===== config.mk =====
export PLATFORM = sky130hd
export DESIGN_NAME = ram_port_arbiter_flat
export DESIGN_NICKNAME = d
export VERILOG_FILES = /design/src/rtl/ram_arb_pkg.sv /design/src/rtl/ram_port_arbiter_if.sv /design/src/rtl/ram_rd_tag_pipe.sv /design/src/rtl/ram_port_arbiter.sv /design/src/flat_wrapper.sv
export SDC_FILE = /design/constraint.sdc
export NUM_CORES = 1
export LEC_CHECK = 0
export CAP_MARGIN = 0
export CELL_PAD_IN_SITES_DETAIL_PLACEMENT = 0
export CELL_PAD_IN_SITES_GLOBAL_PLACEMENT = 1
export CORE_UTILIZATION = 30
export DETAILED_ROUTE_END_ITERATION = 7
export PLACE_DENSITY = 0.8
export SLEW_MARGIN = 20
export SYNTH_ARGS = -nofsm -noshare
export SYNTH_HDL_FRONTEND = slang
export SYNTH_SLANG_ARGS = --single-unit

===== constraint.sdc =====
create_clock -name usr_clk -period 2.8 [get_ports usr_clk]
set_input_delay 0.56 -clock usr_clk [delete_from_list [all_inputs] [get_ports usr_clk]]
set_output_delay 0.56 -clock usr_clk [all_outputs]
set_load 0.005 [all_outputs]

===== src/rtl/ram_arb_pkg.sv =====
// Shared types and helpers for the two-port RAM arbiter.
package ram_arb_pkg;

    // Arbitration FSM encoding; the top keeps its state in plain logic [1:0].
    typedef enum logic [1:0] {
        ARB   = 2'd0,
        LOCK0 = 2'd1,
        LOCK1 = 2'd2
    } arb_state_e;

    // Requester identity: 0 = AXI user port, 1 = local engine.
    typedef logic port_id_t;

    // One in-flight read tag.
    typedef struct packed {
        logic     valid;
        port_id_t id;
    } tag_t;

    localparam int unsigned BS_DEFAULT = 4;
    localparam int unsigned BSW        = $clog2(BS_DEFAULT);

    // Byte-offset width for an arbitrary bytes-per-word value.
    function automatic int unsigned byte_off_w(input int unsigned bs);
        return (bs <= 1) ? 0 : $clog2(bs);
    endfunction

endpackage


===== src/rtl/ram_port_arbiter_if.sv =====
// Requester-side request/response bundle for one arbiter port.
interface ram_port_arbiter_if #(
    parameter int unsigned AW = 32,
    parameter int unsigned DW = 32,
    parameter int unsigned BS = 4
) ();

    logic          valid;
    logic          ready;
    logic [AW-1:0] a;
    logic [BS-1:0] we;
    logic [DW-1:0] d;
    logic          lock;
    logic          rvalid;
    logic [DW-1:0] q;

    modport master (
        output valid, a, we, d, lock,
        input  ready, rvalid, q
    );

    modport slave (
        input  valid, a, we, d, lock,
        output ready, rvalid, q
    );

endinterface


===== src/rtl/ram_rd_tag_pipe.sv =====
// Shift register tracking which port issued each in-flight read.
module ram_rd_tag_pipe
    import ram_arb_pkg::*;
#(
    parameter int unsigned Depth = 3
) (
    input  logic clk_i,
    input  logic rst_ni,
    input  tag_t tag_i,
    output tag_t pre_o,
    output tag_t out_o
);

    tag_t stage_q [Depth];

    // Advance tags one stage per cycle; reset drops everything in flight.
    always_ff @(posedge clk_i or negedge rst_ni) begin
        if (!rst_ni) begin
            for (int i = 0; i < Depth; i++) begin
                stage_q[i] <= '0;
            end
        end else begin
            stage_q[0] <= tag_i;
            for (int i = 1; i < Depth; i++) begin
                stage_q[i] <= stage_q[i-1];
            end
        end
    end

    // pre_o lines up with RAM_Q being valid; out_o with the registered response.
    assign pre_o = stage_q[Depth-2];
    assign out_o = stage_q[Depth-1];

endmodule


===== src/rtl/ram_port_arbiter.sv =====
// Round-robin arbiter with bounded burst lock sharing one single-port RAM.
module ram_port_arbiter
    import ram_arb_pkg::*;
#(
    parameter int unsigned AW       = 32,
    parameter int unsigned DW       = 32,
    parameter int unsigned BS       = 4,
    parameter int unsigned RAM_AW   = 10,
    parameter int unsigned RD_LAT   = 2,
    parameter int unsigned LOCK_MAX = 16
) (
    input  logic              usr_clk,
    input  logic              usr_reset_n,
    ram_port_arbiter_if.slave m0,
    ram_port_arbiter_if.slave m1,
    output logic              RAM_CEN,
    output logic [BS-1:0]     RAM_WEN,
    output logic [RAM_AW-1:0] RAM_A,
    output logic [DW-1:0]     RAM_D,
    input  logic [DW-1:0]     RAM_Q
);

    localparam int unsigned ByteOffW = byte_off_w(BS);
    localparam int unsigned CntW     = $clog2(LOCK_MAX + 1);

    localparam logic [CntW-1:0] MaxCnt = CntW'(LOCK_MAX);
    localparam logic [CntW-1:0] OneCnt = CntW'(1);

    localparam logic [1:0] StArb   = ARB;
    localparam logic [1:0] StLock0 = LOCK0;
    localparam logic [1:0] StLock1 = LOCK1;

    logic [1:0]      state_q, state_d;
    logic [CntW-1:0] cnt_q, cnt_d;
    port_id_t        rr_q, rr_d;   // port preferred on the next tie

    logic            gnt_valid;
    port_id_t        gnt_id;
    logic [AW-1:0]   gnt_a;
    logic [BS-1:0]   gnt_we;
    logic [DW-1:0]   gnt_d;
    logic            gnt_lock;

    port_id_t        owner;
    logic            own_valid, own_lock;
    logic            oth_valid, oth_lock;

    logic              ram_cen_q;
    logic [BS-1:0]     ram_wen_q;
    logic [RAM_AW-1:0] ram_a_q;
    logic [DW-1:0]     ram_d_q;
    logic [DW-1:0]     q0_q, q1_q;

    tag_t tag_in, tag_pre, tag_out;

    // Bits outside the word-address window are intentionally dropped.
    logic addr_unused;
    assign addr_unused = ^gnt_a;

    // Owner/other view of the request lines while a lock is held.
    always_comb begin
        owner     = (state_q == StLock1);
        own_valid = owner ? m1.valid : m0.valid;
        own_lock  = owner ? m1.lock  : m0.lock;
        oth_valid = owner ? m0.valid : m1.valid;
        oth_lock  = owner ? m0.lock  : m1.lock;
    end

    // Request fields of whichever port wins this cycle.
    always_comb begin
        gnt_a    = gnt_id ? m1.a    : m0.a;
        gnt_we   = gnt_id ? m1.we   : m0.we;
        gnt_d    = gnt_id ? m1.d    : m0.d;
        gnt_lock = gnt_id ? m1.lock : m0.lock;
    end

    // Grant decision and next FSM / lock counter / round-robin state.
    always_comb begin
        gnt_valid = 1'b0;
        gnt_id    = 1'b0;
        state_d   = state_q;
        cnt_d     = cnt_q;
        rr_d      = rr_q;

        case (state_q)
            StLock0, StLock1: begin
                if ((cnt_q == MaxCnt) && oth_valid) begin
                    // Lock budget spent: the waiting port gets in regardless.
                    gnt_valid = 1'b1;
                    gnt_id    = ~owner;
                    rr_d      = owner;
                    if (oth_lock) begin
                        state_d = owner ? StLock0 : StLock1;
                        cnt_d   = OneCnt;
                    end else begin
                        state_d = StArb;
                        cnt_d   = '0;
                    end
                end else if (own_valid) begin
                    gnt_valid = 1'b1;
                    gnt_id    = owner;
                    rr_d      = ~owner;
                    if (own_lock) begin
                        cnt_d = (cnt_q == MaxCnt) ? cnt_q : cnt_q + 1'b1;
                    end else begin
                        state_d = StArb;
                        cnt_d   = '0;
                    end
                end else begin
                    // Owner went idle: lock released, other port may slip in.
                    state_d = StArb;
                    cnt_d   = '0;
                    if (oth_valid) begin
                        gnt_valid = 1'b1;
                        gnt_id    = ~owner;
                        rr_d      = owner;
                    end
                end
            end
            default: begin
                if (m0.valid || m1.valid) begin
                    gnt_valid = 1'b1;
                    gnt_id    = (m0.valid && m1.valid) ? rr_q : m1.valid;
                end
                if (gnt_valid) begin
                    rr_d = ~gnt_id;
                    if (gnt_lock) begin
                        state_d = gnt_id ? StLock1 : StLock0;
                        cnt_d   = OneCnt;
                    end
                end
            end
        endcase
    end

    assign m0.ready = gnt_valid && (gnt_id == 1'b0);
    assign m1.ready = gnt_valid && (gnt_id == 1'b1);

    // Arbitration state registers.
    always_ff @(posedge usr_clk or negedge usr_reset_n) begin
        if (!usr_reset_n) begin
            state_q <= StArb;
            cnt_q   <= '0;
            rr_q    <= 1'b0;
        end else begin
            state_q <= state_d;
            cnt_q   <= cnt_d;
            rr_q    <= rr_d;
        end
    end

    // Register the granted access onto the active-low RAM pins.
    always_ff @(posedge usr_clk or negedge usr_reset_n) begin
        if (!usr_reset_n) begin
            ram_cen_q <= 1'b1;
            ram_wen_q <= '1;
            ram_a_q   <= '0;
            ram_d_q   <= '0;
        end else if (gnt_valid) begin
            ram_cen_q <= 1'b0;
            ram_wen_q <= ~gnt_we;
            ram_a_q   <= gnt_a[ByteOffW +: RAM_AW];
            ram_d_q   <= gnt_d;
        end else begin
            ram_cen_q <= 1'b1;
            ram_wen_q <= '1;
        end
    end

    assign RAM_CEN = ram_cen_q;
    assign RAM_WEN = ram_wen_q;
    assign RAM_A   = ram_a_q;
    assign RAM_D   = ram_d_q;

    assign tag_in.valid = gnt_valid && (gnt_we == '0);
    assign tag_in.id    = gnt_id;

    ram_rd_tag_pipe #(
        .Depth (RD_LAT + 1)
    ) u_tag_pipe (
        .clk_i  (usr_clk),
        .rst_ni (usr_reset_n),
        .tag_i  (tag_in),
        .pre_o  (tag_pre),
        .out_o  (tag_out)
    );

    // Capture RAM_Q into the issuing port's data register only.
    always_ff @(posedge usr_clk or negedge usr_reset_n) begin
        if (!usr_reset_n) begin
            q0_q <= '0;
            q1_q <= '0;
        end else if (tag_pre.valid) begin
            if (tag_pre.id) begin
                q1_q <= RAM_Q;
            end else begin
                q0_q <= RAM_Q;
            end
        end
    end

    assign m0.q      = q0_q;
    assign m1.q      = q1_q;
    assign m0.rvalid = tag_out.valid && (tag_out.id == 1'b0);
    assign m1.rvalid = tag_out.valid && (tag_out.id == 1'b1);

endmodule


===== src/flat_wrapper.sv =====
// flat-port wrapper written by rule: the top's interface ports become plain ports
module ram_port_arbiter_flat import ram_arb_pkg::*;
#(
    parameter int unsigned AW       = 32,
    parameter int unsigned DW       = 32,
    parameter int unsigned BS       = 4,
    parameter int unsigned RAM_AW   = 10,
    parameter int unsigned RD_LAT   = 2,
    parameter int unsigned LOCK_MAX = 16
)
  (usr_clk, usr_reset_n, RAM_CEN, RAM_WEN, RAM_A, RAM_D, RAM_Q, m0_valid, m0_a, m0_we, m0_d, m0_lock, m0_ready, m0_rvalid, m0_q, m1_valid, m1_a, m1_we, m1_d, m1_lock, m1_ready, m1_rvalid, m1_q);
  ram_port_arbiter_if #(.AW(AW), .DW(DW), .BS(BS)) m0_i ();
  ram_port_arbiter_if #(.AW(AW), .DW(DW), .BS(BS)) m1_i ();
  input  logic usr_clk;
  input  logic usr_reset_n;
  output logic RAM_CEN;
  output logic [BS-1:0] RAM_WEN;
  output logic [RAM_AW-1:0] RAM_A;
  output logic [DW-1:0] RAM_D;
  input  logic [DW-1:0] RAM_Q;
  input wire logic [$bits(m0_i.valid)-1:0] m0_valid;
  input wire logic [$bits(m0_i.a)-1:0] m0_a;
  input wire logic [$bits(m0_i.we)-1:0] m0_we;
  input wire logic [$bits(m0_i.d)-1:0] m0_d;
  input wire logic [$bits(m0_i.lock)-1:0] m0_lock;
  output wire logic [$bits(m0_i.ready)-1:0] m0_ready;
  output wire logic [$bits(m0_i.rvalid)-1:0] m0_rvalid;
  output wire logic [$bits(m0_i.q)-1:0] m0_q;
  input wire logic [$bits(m1_i.valid)-1:0] m1_valid;
  input wire logic [$bits(m1_i.a)-1:0] m1_a;
  input wire logic [$bits(m1_i.we)-1:0] m1_we;
  input wire logic [$bits(m1_i.d)-1:0] m1_d;
  input wire logic [$bits(m1_i.lock)-1:0] m1_lock;
  output wire logic [$bits(m1_i.ready)-1:0] m1_ready;
  output wire logic [$bits(m1_i.rvalid)-1:0] m1_rvalid;
  output wire logic [$bits(m1_i.q)-1:0] m1_q;
  assign m0_i.valid = m0_valid;
  assign m0_i.a = m0_a;
  assign m0_i.we = m0_we;
  assign m0_i.d = m0_d;
  assign m0_i.lock = m0_lock;
  assign m0_ready = m0_i.ready;
  assign m0_rvalid = m0_i.rvalid;
  assign m0_q = m0_i.q;
  assign m1_i.valid = m1_valid;
  assign m1_i.a = m1_a;
  assign m1_i.we = m1_we;
  assign m1_i.d = m1_d;
  assign m1_i.lock = m1_lock;
  assign m1_ready = m1_i.ready;
  assign m1_rvalid = m1_i.rvalid;
  assign m1_q = m1_i.q;
  ram_port_arbiter #(.AW(AW), .DW(DW), .BS(BS), .RAM_AW(RAM_AW), .RD_LAT(RD_LAT), .LOCK_MAX(LOCK_MAX)) u_core (.usr_clk(usr_clk), .usr_reset_n(usr_reset_n), .m0(m0_i), .m1(m1_i), .RAM_CEN(RAM_CEN), .RAM_WEN(RAM_WEN), .RAM_A(RAM_A), .RAM_D(RAM_D), .RAM_Q(RAM_Q));
endmodule

# [Word level (Yosys, flattened, before mapping)]
# Index checks and enable logic that the tools add are counted.
[totals] regBits=125 input_bits=174 out_inout_bits=115 wordCells=90
[classes] n_addsub=1 eq_ne=6 n_mux=45 bitwise_logic=6 n_reduce_logical=17
[ops] op="two-way mux 5 bit" n=7
[ops] op="two-way mux 32 bit" n=1
[ops] op="two-way mux 1 bit" n=25
[ops] op="two-way mux 2 bit" n=9
[ops] op="two-way mux 12 bit" n=1
[ops] op="two-way mux 4 bit" n=2
[ops] op="logical AND 1 bit" n=7
[ops] op="AND reduction 2 bit" n=3
[ops] op="AND reduction 3 bit" n=2
[ops] op="adder 5 x 1 -> 5 bit (second input constant)" n=1
[ops] op="equality test 5 bit (second input constant)" n=1
[ops] op="inequality test 5 bit (second input constant)" n=1
[ops] op="inverter 1 bit" n=5
[ops] op="zero test 4 bit" n=1
[ops] op="inequality test 4 x 1 -> 1 bit (second input constant)" n=1
[ops] op="inequality test 4 bit (second input constant)" n=1
[ops] op="inverter 4 bit" n=1
[ops] op="nonzero test 2 bit" n=2
[ops] op="equality test 2 x 1 -> 1 bit (second input constant)" n=1
[ops] op="equality test 2 bit (second input constant)" n=1
[ops] op="OR reduction 2 bit" n=1
[ops] op="logical OR 1 bit" n=1

# [Longest topological paths before layout]
# Gate-level depths: netlist of run 1.
[logic_depth] word_depth=10 mapped_depth=9 mapped_depth_nobuf=7

# [Hierarchy]
# Synthesis of run 1 repeated with hierarchy kept, for this count alone.
[hier_totals] hier_cells=383 hier_area_um2=5260.0
[by_module_without_submodules] module="ram_port_arbiter" n_inst=1 cells_each=373 area_each_um2=5079.9 seq_area_each_um2=2984.1
[by_module_without_submodules] module="ram_rd_tag_pipe" n_inst=1 cells_each=10 area_each_um2=180.2 seq_area_each_um2=150.1

# [Worst setup path after synthesis of run 1]
# No wires, ideal clock.
[synth_timing] path_kind="register to output" start="register u_core.state_q[1]" end="output m0_ready" t_arrival_ps=1823 required_ps=2240 slack_ps=417 stages_incl_launch_ff=8 path_buffers=2 cell_sequence="dfrtp_1 -> ha_1 -> clkbuf_1 -> inv_1 -> a21oi_1 -> a31oi_4 -> nor2_4 -> buf_6"
[synth_between] elab_chain_cells=8 word_cells_on_any_way=17 classes_between="eq/ne: 2; mux: 10; bitwise: 2; reduce/logical: 3"
[synth_rtl] item="from (decl)" line="ram_port_arbiter.sv:33" source="logic [1:0] state_q, state_d;"
[synth_rtl] item="from (signal assigned)" line="ram_port_arbiter.sv:142" source="state_q <= StArb;"
[synth_rtl] item="from (signal assigned)" line="ram_port_arbiter.sv:146" source="state_q <= state_d;"
[synth_rtl] item="equality test 2 bit" line="ram_port_arbiter.sv:62, ram_port_arbiter.sv:85"
[synth_rtl] item="two-way mux 1 bit or inverter 1 bit (tied branches)" line="ram_port_arbiter.sv:65, ram_port_arbiter.sv:90, ram_port_arbiter.sv:115"
[synth_rtl] item="two-way mux 1 bit" line="ram_port_arbiter.sv:113" source="if (oth_valid) begin"
[synth_rtl] item="two-way mux 1 bit" line="ram_port_arbiter.sv:99" source="end else if (own_valid) begin"
[synth_rtl] item="two-way mux 1 bit" line="ram_port_arbiter.sv:87" source="if ((cnt_q == MaxCnt) && oth_valid) begin"
[synth_rtl] item="two-way mux 1 bit" line="ram_port_arbiter.sv:85" source="case (state_q)"
[synth_rtl] item="inverter 1 bit" line="ram_port_arbiter.sv:136" source="assign m0.ready = gnt_valid && (gnt_id == 1'b0);"
[synth_rtl] item="logical AND 1 bit (*)" line="ram_port_arbiter.sv:136"
[synth_rtl] item="to (decl)" line="flat_wrapper.sv:26" source="output wire logic [$bits(m0_i.ready)-1:0] m0_ready;"
# Mark *: on every way between the ends. The rest lies on a longest branch, timed or not.

# [Final worst setup path of run 1]
[layout_timing] start="register u_core.cnt_q[1]" end="output m0_ready"
[layout_between] elab_chain_cells=6 word_cells_on_any_way=8 classes_between="eq/ne: 1; mux: 4; bitwise: 1; reduce/logical: 2"
[layout_rtl] item="from (decl)" line="ram_port_arbiter.sv:34" source="logic [CntW-1:0] cnt_q, cnt_d;"
[layout_rtl] item="from (signal assigned)" line="ram_port_arbiter.sv:147" source="cnt_q <= cnt_d;"
[layout_rtl] item="equality test 5 bit (*)" line="ram_port_arbiter.sv:87"
[layout_rtl] item="logical AND 1 bit (*)" line="ram_port_arbiter.sv:87"
[layout_rtl] item="two-way mux 1 bit" line="ram_port_arbiter.sv:87"
[layout_rtl] item="two-way mux 1 bit" line="ram_port_arbiter.sv:85"
[layout_rtl] item="inverter 1 bit" line="ram_port_arbiter.sv:136"
[layout_rtl] item="logical AND 1 bit (*)" line="ram_port_arbiter.sv:136"
# Marks and branches as above.

==> results of run 1 <==
-- worst max path at each step --
stage / depth (start not counted) / endpoint / slack [ns]
after floorplan: 6 / m0_ready / 0.42
after global placement: 7 / m0_ready / -0.18
after detailed placement: 7 / m0_ready / -0.16
after CTS: 8 / m0_ready / -0.04
after global routing: 8 / m0_ready / -0.04
final: 8 / m0_ready / 0.07
-- cell type report --
cell class                 instances  share of cell area
clock buffer                      17              0.0491
clock inverter                    15              0.0204
inverter                           7             0.00303
multi-input combinational        221               0.229
sequential                       125               0.362
tap                              225              0.0325
timing repair buffer             269               0.304
-- through the flow --
step / cell area (µm²) / std cells / total power, mW
6_report: 8660 / 879 / 10.0
5_1_grt: 8660 / 879 / 10.6
4_1_cts: 8630 / 876 / 10.1
3_5_place_dp: 8010 / 842 / 7.77
3_3_place_gp: 8010 / 842 / 7.64
2_1_floorplan: 5270 / 378 / 5.42
-- per-layer routing --
layer	wire, µm	vias up	GRT usage
met5	0	-	0
met4	234	0	0.0643
met3	1060	14	0.0526
met2	7150	187	0.277
met1	6120	2105	0.198
li1	-	1928	-
-- placed cells by master, fill, tap and decap left out, types with 2 or more instances in the layout --
cell type        count
inv_8                3
nor3b_1              4
dfstp_2              5
mux2i_1              6
mux2_2              65
buf_4               24
inv_6                6
a22o_1              44
clkinvlp_4           4
nand2b_1             3
bufinv_16            2
ha_1                 3
a21o_1              44
nor4_1               2
o31ai_1              2
nand3_1              3
dfrtp_1            120
nor2_1               6
o21ai_0              2
nor2_4               2
a21oi_1              9
nand2_1              5
inv_1                5
clkdlybuf4s50_1    241
clkbuf_16           17
inv_2                2
nor2b_1              3
-- critical path, cell delays in order (launching register included) --
cell and delay, ns:
dfrtp_1 0.41, inv_2 0.09, ha_4 0.13, nand4bb_4 0.15
a2111o_1 0.48, buf_6 0.14, a31oi_4 0.17, nor2_4 0.07
buf_2 0.13
-- cells by family after synthesis --
logic type               Yosys count  synth area share
multiplexers                      71             0.150
XOR/XNOR                           1           0.00166
adder cells (fa/ha/maj)            4           0.00949
AND/OR/NAND/NOR                   33            0.0406
AO/OA/AOI/OAI                    112             0.169
flip-flops                       125             0.594
buffers and inverters             32            0.0351
-- sequential cells by signal, summed over array words and instances, names as in the netlist --
| name | flops |
|---|---|
| u_core.RAM_D | 32 |
| u_core.RAM_WEN | 4 |
| u_core.m0.q | 32 |
| u_core.rr_q | 1 |
| u_core.state_q | 2 |
| u_core.u_tag_pipe.pre_o | 2 |
| u_core.RAM_CEN | 1 |
| u_core.u_tag_pipe.out_o | 2 |
| u_core.m1.q | 32 |
| u_core.RAM_A | 10 |
| u_core.cnt_q | 5 |
| u_core.u_tag_pipe.stage_q | 2 |
-- repair_timing --
| item | in CTS | in global routing |
|---|---|---|
| endpoints found under the setup margin | 2 | 2 |
| gates cloned | 0 | 0 |
| pin swaps | 4 | 2 |
| resized for setup | 8 | 3 |
| buffers inserted | 2 | 3 |
-- power by group --
| part | switching (mW) | leakage, nW | internal [mW] |
|---|---|---|---|
| logic | 1.73 | 2.03 | 2.82 |
| clock network | 0.917 | 0.284 | 1.35 |
| registers | 0.457 | 1.48 | 2.73 |
==> results.cfg, run 1 <==
[synth]
synth_most_common_cell = dfrtp_1
ys_async_sr_fraction = 1.00
ys_top_cells_by_area = dfrtp_1 (57%), mux2_2 (14%), a22o_1 (7.3%)
ys_ff_latch = 125
synthTopCellsByCount = dfrtp_1 (120), mux2_2 (65), a21o_1 (44), a22o_1 (44)
synthesis.area_um2 = 5270
synth_edf_count = 0
synth_nets = 556
synth_area_leader_cell = dfrtp_1
synth_top_area_frac = 0.569
synth_area_per_cell_um2 = 14.0
ys_warn_count = 0
seq_area_frac_synth = 0.594
ys.flop_type = dfrtp_1
netlist_instances = 378
synthDistinctLibCells = 40

[placement]
portBuffers = 244
dp_hpwl_um = 10100
dp_slack_ns = -0.156
gp_congestion = 0.817

[clock_tree]
clockRootBuffer = clkbuf_16
cts.sinks = 125
cts.reportedPaths.clkPinSlew_ns = 0.06
insertion_delay_ns = 0.42
h-tree-depth = 4
clockBufferDepth = 2
cts-buffers-inserted = 17
cts_tree = yes
cts.hold.buffers_added = 0

[layout]
syn_to_final_growth_pct = 64.3
seqCellArea_um2 = 3130
diodes = 0
utilization = 0.503
final_nets = 819
multiInputGateArea_um2 = 1980
fill_cells = 1473
drive_above_1_share = 0.213

[worst_setup_path]
cp-startpoint = u_core.cnt_q[1]$_DFFE_PN0P_
r2r-start = u_core.cnt_q[1]$_DFFE_PN0P_
path_class = reg -> out
start_kind = register
worstReg2RegEnd = u_core.RAM_D[14]$_DFFE_PN0N_
endpoint_kind = primary output
path_max_fanout = 4
ff2ff_path_depth = 9
r2r_slack_ns = 0.26
required_ns = 2.24
arrival_ns = 2.17

[floorplan]
ios = 289
num_rows = 48
die_x_um = 135
start_util = 0.306
core_um2 = 17200
die_y_um = 135
floorplan.die_area_um2 = 18100

[sta]
hold_violations = 0
slew_violations = 0
worstMarginPinSlew_ns = 0.711
fmax_ghz = 0.366
grt_setup_unrepaired = yes
period_share = 0.976
min_period_ns = 2.73
slew_headroom = 0.526
fin_skew_ns = 0.0126
setup_viol = 0
final.setup.tns_ns = 0
hold_slack_ns = 0.207
setup_slack_ns = 0.0665

[routing]
first_pass_iters = 4
drc = 0
drt-total-wl_um = 14600
drt_iter0_markers = 179
wl_per_cell_um = 16.6
drt.antenna.violating_nets = 0
num_vias = 4234
vias_per_cell = 4.82

[power]
p_leak_nw = 3.79
powerDensity_nw_per_um2 = 1150
vdd_ir_drop_max_mv = 0.523

[grt]
gr-total-overflow = 0
grt_pass1_wl_um = 23000
grt_usage = 0.165
antenna_found_initial = 0
grt_max_degree = 126
grt_pass1_vias = 4510

[flow_run]
drv_cap = 0

[outcome]
outcome = finished clean

[min_path]
hold_class = in -> async
Note: power is estimated with default switching activity, not from simulation.
==> run 2: changes to the inputs <==
SETUP_SLACK_MARGIN = 0.02   (was default)
==> results.cfg, run 2 (synthesized netlist as in run 1, its figures left out) <==
[outcome]
outcome = finished clean

[layout]
utilization = 0.503
drive_above_1_share = 0.213
most-common-layout-cells = clkdlybuf4s50_1 (241), dfrtp_1 (120), mux2_2 (65)
multiInputGateArea_um2 = 1980
final_nets = 819
layout_commonest_cell = clkdlybuf4s50_1
diodes = 0
seqCellArea_um2 = 3130
syn_to_final_growth_pct = 64.3
fill_cells = 1473

[routing]
drt.antenna.violating_nets = 0
drc = 0
first_pass_iters = 4
drt-total-wl_um = 14500
num_vias = 4229
wl_per_cell_um = 16.5
vias_per_cell = 4.81
drt_iter0_markers = 177

[sta]
hold_slack_ns = 0.207
fin_skew_ns = 0.0127
setup_viol = 0
grt_setup_unrepaired = yes
slew_headroom = 0.525
worstMarginPinSlew_ns = 0.713
slew_violations = 0
fmax_ghz = 0.366
hold_violations = 0
period_share = 0.975
min_period_ns = 2.73

[grt]
antenna_found_initial = 0
grt_pass1_wl_um = 23000
grt_usage = 0.165
grt_max_degree = 126
gr-total-overflow = 0
grt_pass1_vias = 4510

[worst_setup_path]
path_class = reg -> out
start_kind = register
ff2ff_path_depth = 9
path_max_fanout = 4
path_cells = inv_2 -> ha_4 -> nand4bb_4 -> a2111o_1 -> buf_6 -> a31oi_4 -> nor2_4 -> buf_2
slowest_stage = a2111o_1
cp_slowest_stage_delay_ns = 0.48
required_ns = 2.24
endpoint_kind = primary output
arrival_ns = 2.17

[clock_tree]
h-tree-depth = 4
cts_tree = yes
clockBufferDepth = 2
clockRootBuffer = clkbuf_16
cts.sinks = 125
cts.reportedPaths.clkPinSlew_ns = 0.06
insertion_delay_ns = 0.42
cts-buffers-inserted = 17
cts.hold.buffers_added = 0

[floorplan]
start_util = 0.306
core_um2 = 17200
num_rows = 48
ios = 289
floorplan.die_area_um2 = 18100
die_x_um = 135
die_y_um = 135

[placement]
gp_congestion = 0.817
dp_hpwl_um = 10100
portBuffers = 244

[power]
p_leak_nw = 3.79
vdd_ir_drop_max_mv = 0.523
powerDensity_nw_per_um2 = 1150

[flow_run]
drv_cap = 0

[min_path]
hold_class = in -> async
==> run 2: cell counts in the layout (fill, tap and decap cells not counted) <==
Identical to the previous run, type by type.
==> run 2: metal layers <==
layer | vias up | wire, µm | GRT usage
met5 | - | 0 | 0
met4 | 0 | 234 | 0.0643
met3 | 14 | 1060 | 0.0526
li1 | 1929 | - | -
met1 | 2097 | 6110 | 0.198
met2 | 189 | 7140 | 0.277
==> run 2: layout make-up <==
| type | count | share of cell area |
|---|---|---|
| sequential | 125 | 0.362 |
| clock buffer | 17 | 0.0491 |
| inverter | 7 | 0.00303 |
| timing repair buffer | 269 | 0.304 |
| tap | 225 | 0.0325 |
| clock inverter | 15 | 0.0204 |
| multi-input combinational | 221 | 0.229 |
==> run 2: timing repair <==
item                       CTS  global route
buffers inserted             2             3
pin swaps                    4             3
gates resized for setup      8             3
setup endpoints to repair    2             2
==> run 2: path summary, 6_finish.rpt <==
path	endpoint	slack (ns)	start
setup / recovery	m0_ready	0.07	u_core.cnt_q[1]$_DFFE_PN0P_
hold / removal	u_core.m1.q[29]$_DFFE_PN0P_	0.21	usr_reset_n
min in group usr_clk	u_core.u_tag_pipe.pre_o[0]$_DFF_PN0_	0.35	u_core.u_tag_pipe.stage_q[4]$_DFF_PN0_
max in group asynchronous	u_core.RAM_A[4]$_DFFE_PN0N_	2.02	usr_reset_n
setup reg to reg	u_core.RAM_D[14]$_DFFE_PN0N_	0.27	u_core.cnt_q[1]$_DFFE_PN0P_
hold reg to reg	u_core.u_tag_pipe.pre_o[0]$_DFF_PN0_	0.35	u_core.u_tag_pipe.stage_q[4]$_DFF_PN0_
==> run 2: metrics by stage <==
stage | total power [mW] | area [µm²] | setup TNS [ns] | setup WS (ns) | cells
floorplan | 5.42 | 5270 | 0 | 0.417 | 378
global placement | 7.64 | 8010 | -0.279 | -0.178 | 842
detailed placement | 7.77 | 8010 | -0.263 | -0.156 | 842
CTS | 10.1 | 8630 | -0.0351 | -0.0351 | 876
global route | 10.6 | 8660 | -0.0413 | -0.0413 | 879
finish | 9.99 | 8660 | 0 | 0.0713 | 879
==> run 2: worst max-delay path: cells and delay by family (launching register included) <==
family                     cells  cell delay (ns)
buffers and inverters          3             0.36
DFF                            1             0.41
AOI/OAI and AO/OA              2             0.65
and+or+nand+nor                2             0.22
adders and majority gates      1             0.13
==> run 2: power breakdown <==
part / leakage (nW) / internal, mW / switching, mW / total [mW]
Combinational: 2.03 / 2.82 / 1.73 / 4.55
Sequential: 1.48 / 2.73 / 0.457 / 3.19
Clock: 0.284 / 1.35 / 0.916 / 2.26
